[src/rtl/glyph_pkg.sv]
// glyph_pkg: shared constants and types for the glyph memory loader.
//   GLYPH_BITS  - glyph word width
//   GLYPH_BYTES - payload bytes per frame (ceil(GLYPH_BITS/8))
//   CNT_W       - payload counter width
//   state_e     - loader FSM states
package glyph_pkg;

  localparam int unsigned GLYPH_BITS = 100;

  // Bytes needed to carry a word of the given width, MSB byte padded.
  function automatic int unsigned bytes_for(input int unsigned bits);
    return (bits + 32'd7) / 32'd8;
  endfunction

  localparam int unsigned GLYPH_BYTES = bytes_for(GLYPH_BITS);
  localparam int unsigned CNT_W       = $clog2(GLYPH_BYTES);

  typedef enum logic [1:0] {
    IDLE    = 2'd0,
    PAYLOAD = 2'd1,
    SKIP    = 2'd2,
    WRITE   = 2'd3
  } state_e;

endpackage : glyph_pkg

[src/rtl/glyph_loader_if.sv]
// glyph_loader_if: byte-stream input and glyph-memory write port of the loader.
//   in_valid/in_data/in_ready - framed byte stream (valid/ready)
//   wr_en/wr_addr/wr_data     - glyph memory write port
//   done/err                  - single-cycle frame status pulses
//   busy                      - frame in progress
// Modports: master = byte source / memory side, slave = loader.
interface glyph_loader_if #(
  parameter int unsigned GLYPH_BITS = glyph_pkg::GLYPH_BITS
);

  logic                  in_valid;
  logic [7:0]            in_data;
  logic                  in_ready;
  logic                  wr_en;
  logic [7:0]            wr_addr;
  logic [GLYPH_BITS-1:0] wr_data;
  logic                  done;
  logic                  err;
  logic                  busy;

  modport master (
    output in_valid, in_data,
    input  in_ready, wr_en, wr_addr, wr_data, done, err, busy
  );

  modport slave (
    input  in_valid, in_data,
    output in_ready, wr_en, wr_addr, wr_data, done, err, busy
  );

endinterface : glyph_loader_if

[src/rtl/glyph_loader.sv]
// glyph_loader: assembles framed bytes (index + ceil(GLYPH_BITS/8) payload
// bytes, MSB first) into one glyph word and writes it to the glyph memory.
// Frames with an index >= MEM_WIDTH are consumed and dropped with an err pulse.
// Ports:
//   clk - rising-edge clock
//   rst - asynchronous active-high reset
//   bus - glyph_loader_if.slave: byte stream in, memory write port and
//         done/err/busy status out
// All outputs come straight from registers; nothing on the input side reaches
// an output combinationally.
module glyph_loader #(
  parameter int unsigned MEM_WIDTH  = 10,
  parameter int unsigned GLYPH_BITS = glyph_pkg::GLYPH_BITS
) (
  input  logic           clk,
  input  logic           rst,
  glyph_loader_if.slave  bus
);

  import glyph_pkg::*;

  localparam int unsigned NBYTES = bytes_for(GLYPH_BITS);
  localparam int unsigned CW     = $clog2(NBYTES);
  localparam logic [CW-1:0] LAST_CNT = CW'(NBYTES - 1);

  state_e                state_q;
  logic                  in_ready_q;
  logic                  wr_en_q;
  logic                  done_q;
  logic                  err_q;
  logic                  busy_q;
  logic [7:0]            wr_addr_q;
  logic [GLYPH_BITS-1:0] sr_q;
  logic [GLYPH_BITS-1:0] sr_d;
  logic [CW-1:0]         cnt_q;
  logic [CW-1:0]         cnt_d;

  logic xfer;
  logic idx_ok;
  logic last_byte;

  // Byte handshake and frame decode helpers.
  assign xfer      = bus.in_valid && in_ready_q;
  assign idx_ok    = 32'(bus.in_data) < MEM_WIDTH;
  assign last_byte = (cnt_q == LAST_CNT);

  // MSB-first shift; the padding bits of the first byte fall off the top.
  assign sr_d  = {sr_q[GLYPH_BITS-9:0], bus.in_data};
  assign cnt_d = cnt_q + CW'(1);

  // Loader FSM with registered outputs.
  always_ff @(posedge clk or posedge rst) begin
    if (rst) begin
      state_q    <= IDLE;
      in_ready_q <= 1'b1;
      wr_en_q    <= 1'b0;
      done_q     <= 1'b0;
      err_q      <= 1'b0;
      busy_q     <= 1'b0;
      wr_addr_q  <= '0;
      sr_q       <= '0;
      cnt_q      <= '0;
    end else begin
      wr_en_q <= 1'b0;
      done_q  <= 1'b0;
      err_q   <= 1'b0;
      case (state_q)
        IDLE: begin
          if (xfer) begin
            wr_addr_q <= bus.in_data;
            cnt_q     <= '0;
            busy_q    <= 1'b1;
            state_q   <= idx_ok ? PAYLOAD : SKIP;
          end
        end
        PAYLOAD: begin
          if (xfer) begin
            sr_q <= sr_d;
            if (last_byte) begin
              cnt_q      <= '0;
              state_q    <= WRITE;
              in_ready_q <= 1'b0;
              wr_en_q    <= 1'b1;
              done_q     <= 1'b1;
            end else begin
              cnt_q <= cnt_d;
            end
          end
        end
        SKIP: begin
          // Drain the payload of a bad-index frame without touching sr.
          if (xfer) begin
            if (last_byte) begin
              cnt_q   <= '0;
              state_q <= IDLE;
              err_q   <= 1'b1;
              busy_q  <= 1'b0;
            end else begin
              cnt_q <= cnt_d;
            end
          end
        end
        WRITE: begin
          state_q    <= IDLE;
          in_ready_q <= 1'b1;
          busy_q     <= 1'b0;
        end
        default: begin
          state_q    <= IDLE;
          in_ready_q <= 1'b1;
          busy_q     <= 1'b0;
        end
      endcase
    end
  end

  assign bus.in_ready = in_ready_q;
  assign bus.wr_en    = wr_en_q;
  assign bus.wr_addr  = wr_addr_q;
  assign bus.wr_data  = sr_q;
  assign bus.done     = done_q;
  assign bus.err      = err_q;
  assign bus.busy     = busy_q;

endmodule : glyph_loader

[src/flat_wrapper.sv]
// flat-port wrapper written by rule: the top's interface ports become plain ports
module glyph_loader_flat import glyph_pkg::*;
#(
  parameter int unsigned MEM_WIDTH  = 10,
  parameter int unsigned GLYPH_BITS = glyph_pkg::GLYPH_BITS
)
  (clk, rst, bus_in_valid, bus_in_data, bus_in_ready, bus_wr_en, bus_wr_addr, bus_wr_data, bus_done, bus_err, bus_busy);
  glyph_loader_if #(.GLYPH_BITS(GLYPH_BITS)) bus_i ();
  input  logic clk;
  input  logic rst;
  input wire logic [$bits(bus_i.in_valid)-1:0] bus_in_valid;
  input wire logic [$bits(bus_i.in_data)-1:0] bus_in_data;
  output wire logic [$bits(bus_i.in_ready)-1:0] bus_in_ready;
  output wire logic [$bits(bus_i.wr_en)-1:0] bus_wr_en;
  output wire logic [$bits(bus_i.wr_addr)-1:0] bus_wr_addr;
  output wire logic [$bits(bus_i.wr_data)-1:0] bus_wr_data;
  output wire logic [$bits(bus_i.done)-1:0] bus_done;
  output wire logic [$bits(bus_i.err)-1:0] bus_err;
  output wire logic [$bits(bus_i.busy)-1:0] bus_busy;
  assign bus_i.in_valid = bus_in_valid;
  assign bus_i.in_data = bus_in_data;
  assign bus_in_ready = bus_i.in_ready;
  assign bus_wr_en = bus_i.wr_en;
  assign bus_wr_addr = bus_i.wr_addr;
  assign bus_wr_data = bus_i.wr_data;
  assign bus_done = bus_i.done;
  assign bus_err = bus_i.err;
  assign bus_busy = bus_i.busy;
  glyph_loader #(.MEM_WIDTH(MEM_WIDTH), .GLYPH_BITS(GLYPH_BITS)) u_core (.clk(clk), .rst(rst), .bus(bus_i));
endmodule
[config.mk]
export PLATFORM = sky130hd
export DESIGN_NAME = glyph_loader_flat
export DESIGN_NICKNAME = d
export VERILOG_FILES = /design/src/rtl/glyph_pkg.sv /design/src/rtl/glyph_loader_if.sv /design/src/rtl/glyph_loader.sv /design/src/flat_wrapper.sv
export SDC_FILE = /design/constraint.sdc
export NUM_CORES = 1
export LEC_CHECK = 0
export CAP_MARGIN = 20
export CORE_ASPECT_RATIO = 0.9
export CORE_MARGIN = 1
export CORE_UTILIZATION = 53
export CTS_CLUSTER_DIAMETER = 40
export DETAILED_ROUTE_END_ITERATION = 6
export PLACE_DENSITY = 0.85
export SKIP_LAST_GASP = 1
export SLEW_MARGIN = 20
export SYNTH_ARGS = -nofsm -noshare
export SYNTH_HDL_FRONTEND = slang
export SYNTH_SLANG_ARGS = --single-unit
[constraint.sdc]
create_clock -name clk -period 9.9 [get_ports clk]
set_clock_uncertainty 0.2 [all_clocks]
set_input_delay 0.99 -clock clk [delete_from_list [all_inputs] [get_ports clk]]
set_output_delay 0.99 -clock clk [all_outputs]
set_load 0.02 [all_outputs]
Word level (Yosys, flattened, before mapping)
Index checks and enable logic that the tools add are counted.
- $add $sub $neg: 1
- magnitude comparators: 1
- equality and inequality tests: 10
- muxes and demuxes: 20
- reduce and logical (&&, ||, !) cells: 12
- operators with widths (kind ; number):
    $mux W2 ; 6
    $mux W4 ; 3
    $ne A2 B1 Y1 const B ; 6
    $lt A8 B4 Y1 const B ; 1
    $pmux W2 S4 ; 1
    $pmux W4 S2 ; 1
    $mux W1 ; 7
    $reduce_and A3 Y1 ; 2
    $reduce_and A5 Y1 ; 1
    $add A4 B1 Y4 const B ; 1
    $eq A2 B2 Y1 const B ; 2
    $eq A4 B4 Y1 const B ; 1
    $reduce_and A2 Y1 ; 2
    $reduce_and A4 Y1 ; 1
    $reduce_bool A2 Y1 ; 2
    $pmux W1 S3 ; 1
    $reduce_bool A3 Y1 ; 1
    $eq A2 B1 Y1 const B ; 1
    $logic_not A2 Y1 ; 1
    $pmux W1 S2 ; 1
    $reduce_or A2 Y1 ; 1
    $logic_and A1 B1 Y1 ; 1
- register bits after elaboration: 118
- output and inout bits: 113
- word-level logic and storage cells: 52

Logic depth before layout (Yosys ltp)
- depth in word-level cells: 4
- mapped depth: 6
- depth with buffers taken out: 6

Worst setup path after synthesis
No wires, ideal clock.
- path type: input port to flip-flop
- start point: in bus_in_valid
- end point: reg u_core.sr_q[0], in the netlist u_core.bus.wr_data[0]
- setup time: 125 ps
- arrival time: 1897 ps
- data required time: 9575 ps
- setup slack: 7678 ps
- cell stages on the path: 5
- path through: and2_2 > nand2_1 > buf_6 > buf_6 > mux2_4
- cells in the longest elaborated chain, start to end: 2
- RTL lines (item ; RTL line ; RTL):
    from (decl) ; flat_wrapper.sv:11 ; input wire logic [$bits(bus_i.in_valid)-1:0] bus_in_valid;
    $logic_and A1 B1 Y1 ; glyph_loader.sv:43 ; assign xfer = bus.in_valid && in_ready_q;
    $reduce_and A2 Y1 (no source line) ; -- ;
    to (signal assigned) ; glyph_loader.sv:78 ; sr_q <= sr_d;
    to (decl) ; glyph_loader.sv:33 ; logic [GLYPH_BITS-1:0] sr_q;
Every way passes these cells.
A chain may end at the register's enable or synchronous reset.

Worst setup path after layout
- start point: in bus_in_valid
- end point: reg u_core.sr_q[75], in the netlist u_core.bus.wr_data[75]
The elaborated chain is that of the path after synthesis.

==> metrics.txt <==
outcome complete, no violations; worst-case hold path end point u_core.bus.busy; HPWL after DPL 6330 µm; r2r setup slk 6.85 ns; placed instance count 525; nets@finish 441; leak pwr 3.35 nW; Fin. Hold Viols 0; Cell Area, Synth 4970 µm²; R2R Path End u_core.bus.wr_data[75]; CP startpoint kind primary input; Least-Margin Pin Slew 0.992 ns; design area around 6900 µm²; hold_buf cts 0; Ys Warns 0; Max IR drop VDD 0.211 mV; number of global-route vias before repair between 3000 and 4000; sequential area share after synthesis about 60%; first-pass GRT wire length approximately 16000 µm; max-slew violations 0; pre-CTS setup slack between 5 and 6 ns; Vias/cell 5.14; number of routed nets with antenna violations 0; WHS Path Cells 1; DRC 0; Rows 33; Max clock buf depth 2; Tmin final 3.38 ns; number of synthesized register bits 118; largest net degree at the start of global routing 87; Worst Hold Class flip-flop to flip-flop; Clk pin slew, worst setup/hold paths 0.06 ns; setup bufs post-CTS 0; gpl congestion 0.842; final WL roughly 9800 µm; chip width 104 µm; area of the core slightly above 9000 µm²; crit-path cells clkdlybuf4s50_1 -> and2_2 -> nand2_4 -> buf_4 -> mux2_2; initial antenna violation count 0; worst reg-to-reg path cell count 5; fillers 571; initial cell density of the core between 50% and 60%; Power Total roughly 2.7 mW; Reg-to-Reg Start u_core.state_q[1]; Avg Synthesized Cell Area 17.1 µm²; worst path arrival time 3.57 ns; Max Cap Viol 0; critical path class primary input to flip-flop; Area Overhead vs Synth 38.3%; clk_lat worst skew 0.51 ns; CP Capture Type flip-flop; CP Data Required Time 10.09 ns; Resize count post-CTS 0; setup TNS 0 ns; CTS tree yes; Synth cell types 28; min setup slack post-route 6.52 ns; Final setup viols 0; share of layout cells above drive strength 1 33.8%; RSZ-0062 raised after global routing no; Final Util 75.4%; die extent in y 93.9 µm; Mapped Cells 290; CP max stage delay 0.77 ns; Worst path slowest cell buf_4; hold wc startpoint u_core.bus.busy; number of CTS-inserted buffers 17; GR Util All Layers a little over a fifth; routed length per instance 17.5 µm; total global routing overflow 0; power density cells a little under 400 nW/µm²; Finished Layout Cells 557; placement-stage cell area 6260 µm²; die area 9770 µm²; Fmax 296 MHz; crit path max fanout 57; Syn Nets 309; DR pass1 iterations 4; relative slew slack around 34%; H-Tree Level Count 4; Ports about 120; via count about 2900; DR iter-0 viols 100; Antenna Cells 0; Fin Hold WS 0.304 ns; clock sink count 118; I/O Buffers about 120; fin crit share between 30% and 40%; CTS root buf clkbuf_8
-- report_power, final --
part / total, mW / switching (mW) / internal [mW]
sequential: 0.877 / 0.181 / 0.697
clock: 0.631 / 0.220 / 0.411
combinational: 1.19 / 0.515 / 0.675
-- worst max-delay path, delay by kind of cell --
| family | cells | cell delay (ns) |
|---|---|---|
| and+or+nand+nor | 2 | 0.96 |
| buffers and inverters | 2 | 1.18 |
| muxes | 1 | 0.41 |
-- flip-flops by register name, summed over array words and instances (netlist names) --
register             count
u_core.bus.err           1
u_core.bus.busy          1
u_core.bus.wr_data     100
u_core.state_q           2
u_core.bus.done          1
u_core.bus.wr_addr       8
u_core.bus.in_ready      1
u_core.cnt_q             4
-- final cells by class --
| cell class | count | area (µm²) | area share, % |
|---|---|---|---|
| multi-input cells | 154 | 1880 | 27.3 |
| well taps | 122 | 153 | 2.22 |
| flip-flops and latches | 118 | 2950 | 42.9 |
| clock inverters | 14 | 201 | 2.93 |
| inverters | 6 | 25.0 | 0.364 |
| repair buffers | 125 | 1250 | 18.2 |
| clock buffers | 18 | 418 | 6.07 |
-- synthesized netlist by cell type --
library cell	number	share of area, %
dfrtp_1	117	59
mux2_4	89	27
mux2_2	20	4.5
buf_6	10	2.3
nand2_1	9	0.68
ha_1	8	2.0
inv_1	6	0.45
o21ai_0	6	0.60
nand3_1	3	0.30
nor2_1	3	0.23
a21oi_1	2	0.20
a2111oi_0	1	0.18
a211o_1	1	0.18
a21o_1	1	0.15
a221o_1	1	0.20
a31oi_1	1	0.13
a32o_1	1	0.20
and2_2	1	0.15
and3_1	1	0.13
buf_2	1	0.10
buf_4	1	0.15
dfstp_2	1	0.53
mux2i_1	1	0.20
nand2b_1	1	0.13
nor3_1	1	0.10
nor4_1	1	0.13
o31ai_1	1	0.15
or2_4	1	0.18
-- how the worst max path moves through the flow --
stage                 startpoint                      to  slack, ns  depth (start not counted)
global route        bus_in_valid  u_core.bus.wr_data[75]       6.40                          5
CTS                 bus_in_valid  u_core.bus.wr_data[75]       6.52                          5
global placement    bus_in_valid  u_core.bus.wr_data[83]       6.01                          5
detailed placement  bus_in_valid  u_core.bus.wr_data[75]       5.98                          5
finish              bus_in_valid  u_core.bus.wr_data[75]       6.52                          5
floorplan                    rst         u_core.bus.busy       5.58                          1
-- layer usage --
metal | global-route usage (%) | vias up | routed length, µm
met5 | 0 | - | 0
met2 | 33.9 | 114 | 4640
met1 | 26.8 | 1451 | 4220
met4 | 8.93 | 0 | 133
met3 | 8.39 | 15 | 763
li1 | - | 1285 | -
-- logic make-up after synthesis --
family / synth area share, %
AOI/OAI and AO/OA: 1.99
adders and majority gates: 2.01
buffers and inverters: 2.97
DFF: 59.4
muxes: 31.6
and+or+nand+nor: 2.01
-- cell usage in the layout (no fill, tap or decap), types with 5 or more instances in the layout --
cell type / netlist / layout
clkbuf_16: 0 / 16
clkdlybuf4s50_1: 0 / 123
clkinv_4: 0 / 5
dfrtp_1: 117 / 117
ha_1: 8 / 8
inv_1: 6 / 5
mux2_2: 20 / 20
mux2_4: 89 / 89
nand2_1: 9 / 8
o21ai_0: 6 / 6
Power figures use the tool's default switching activity.
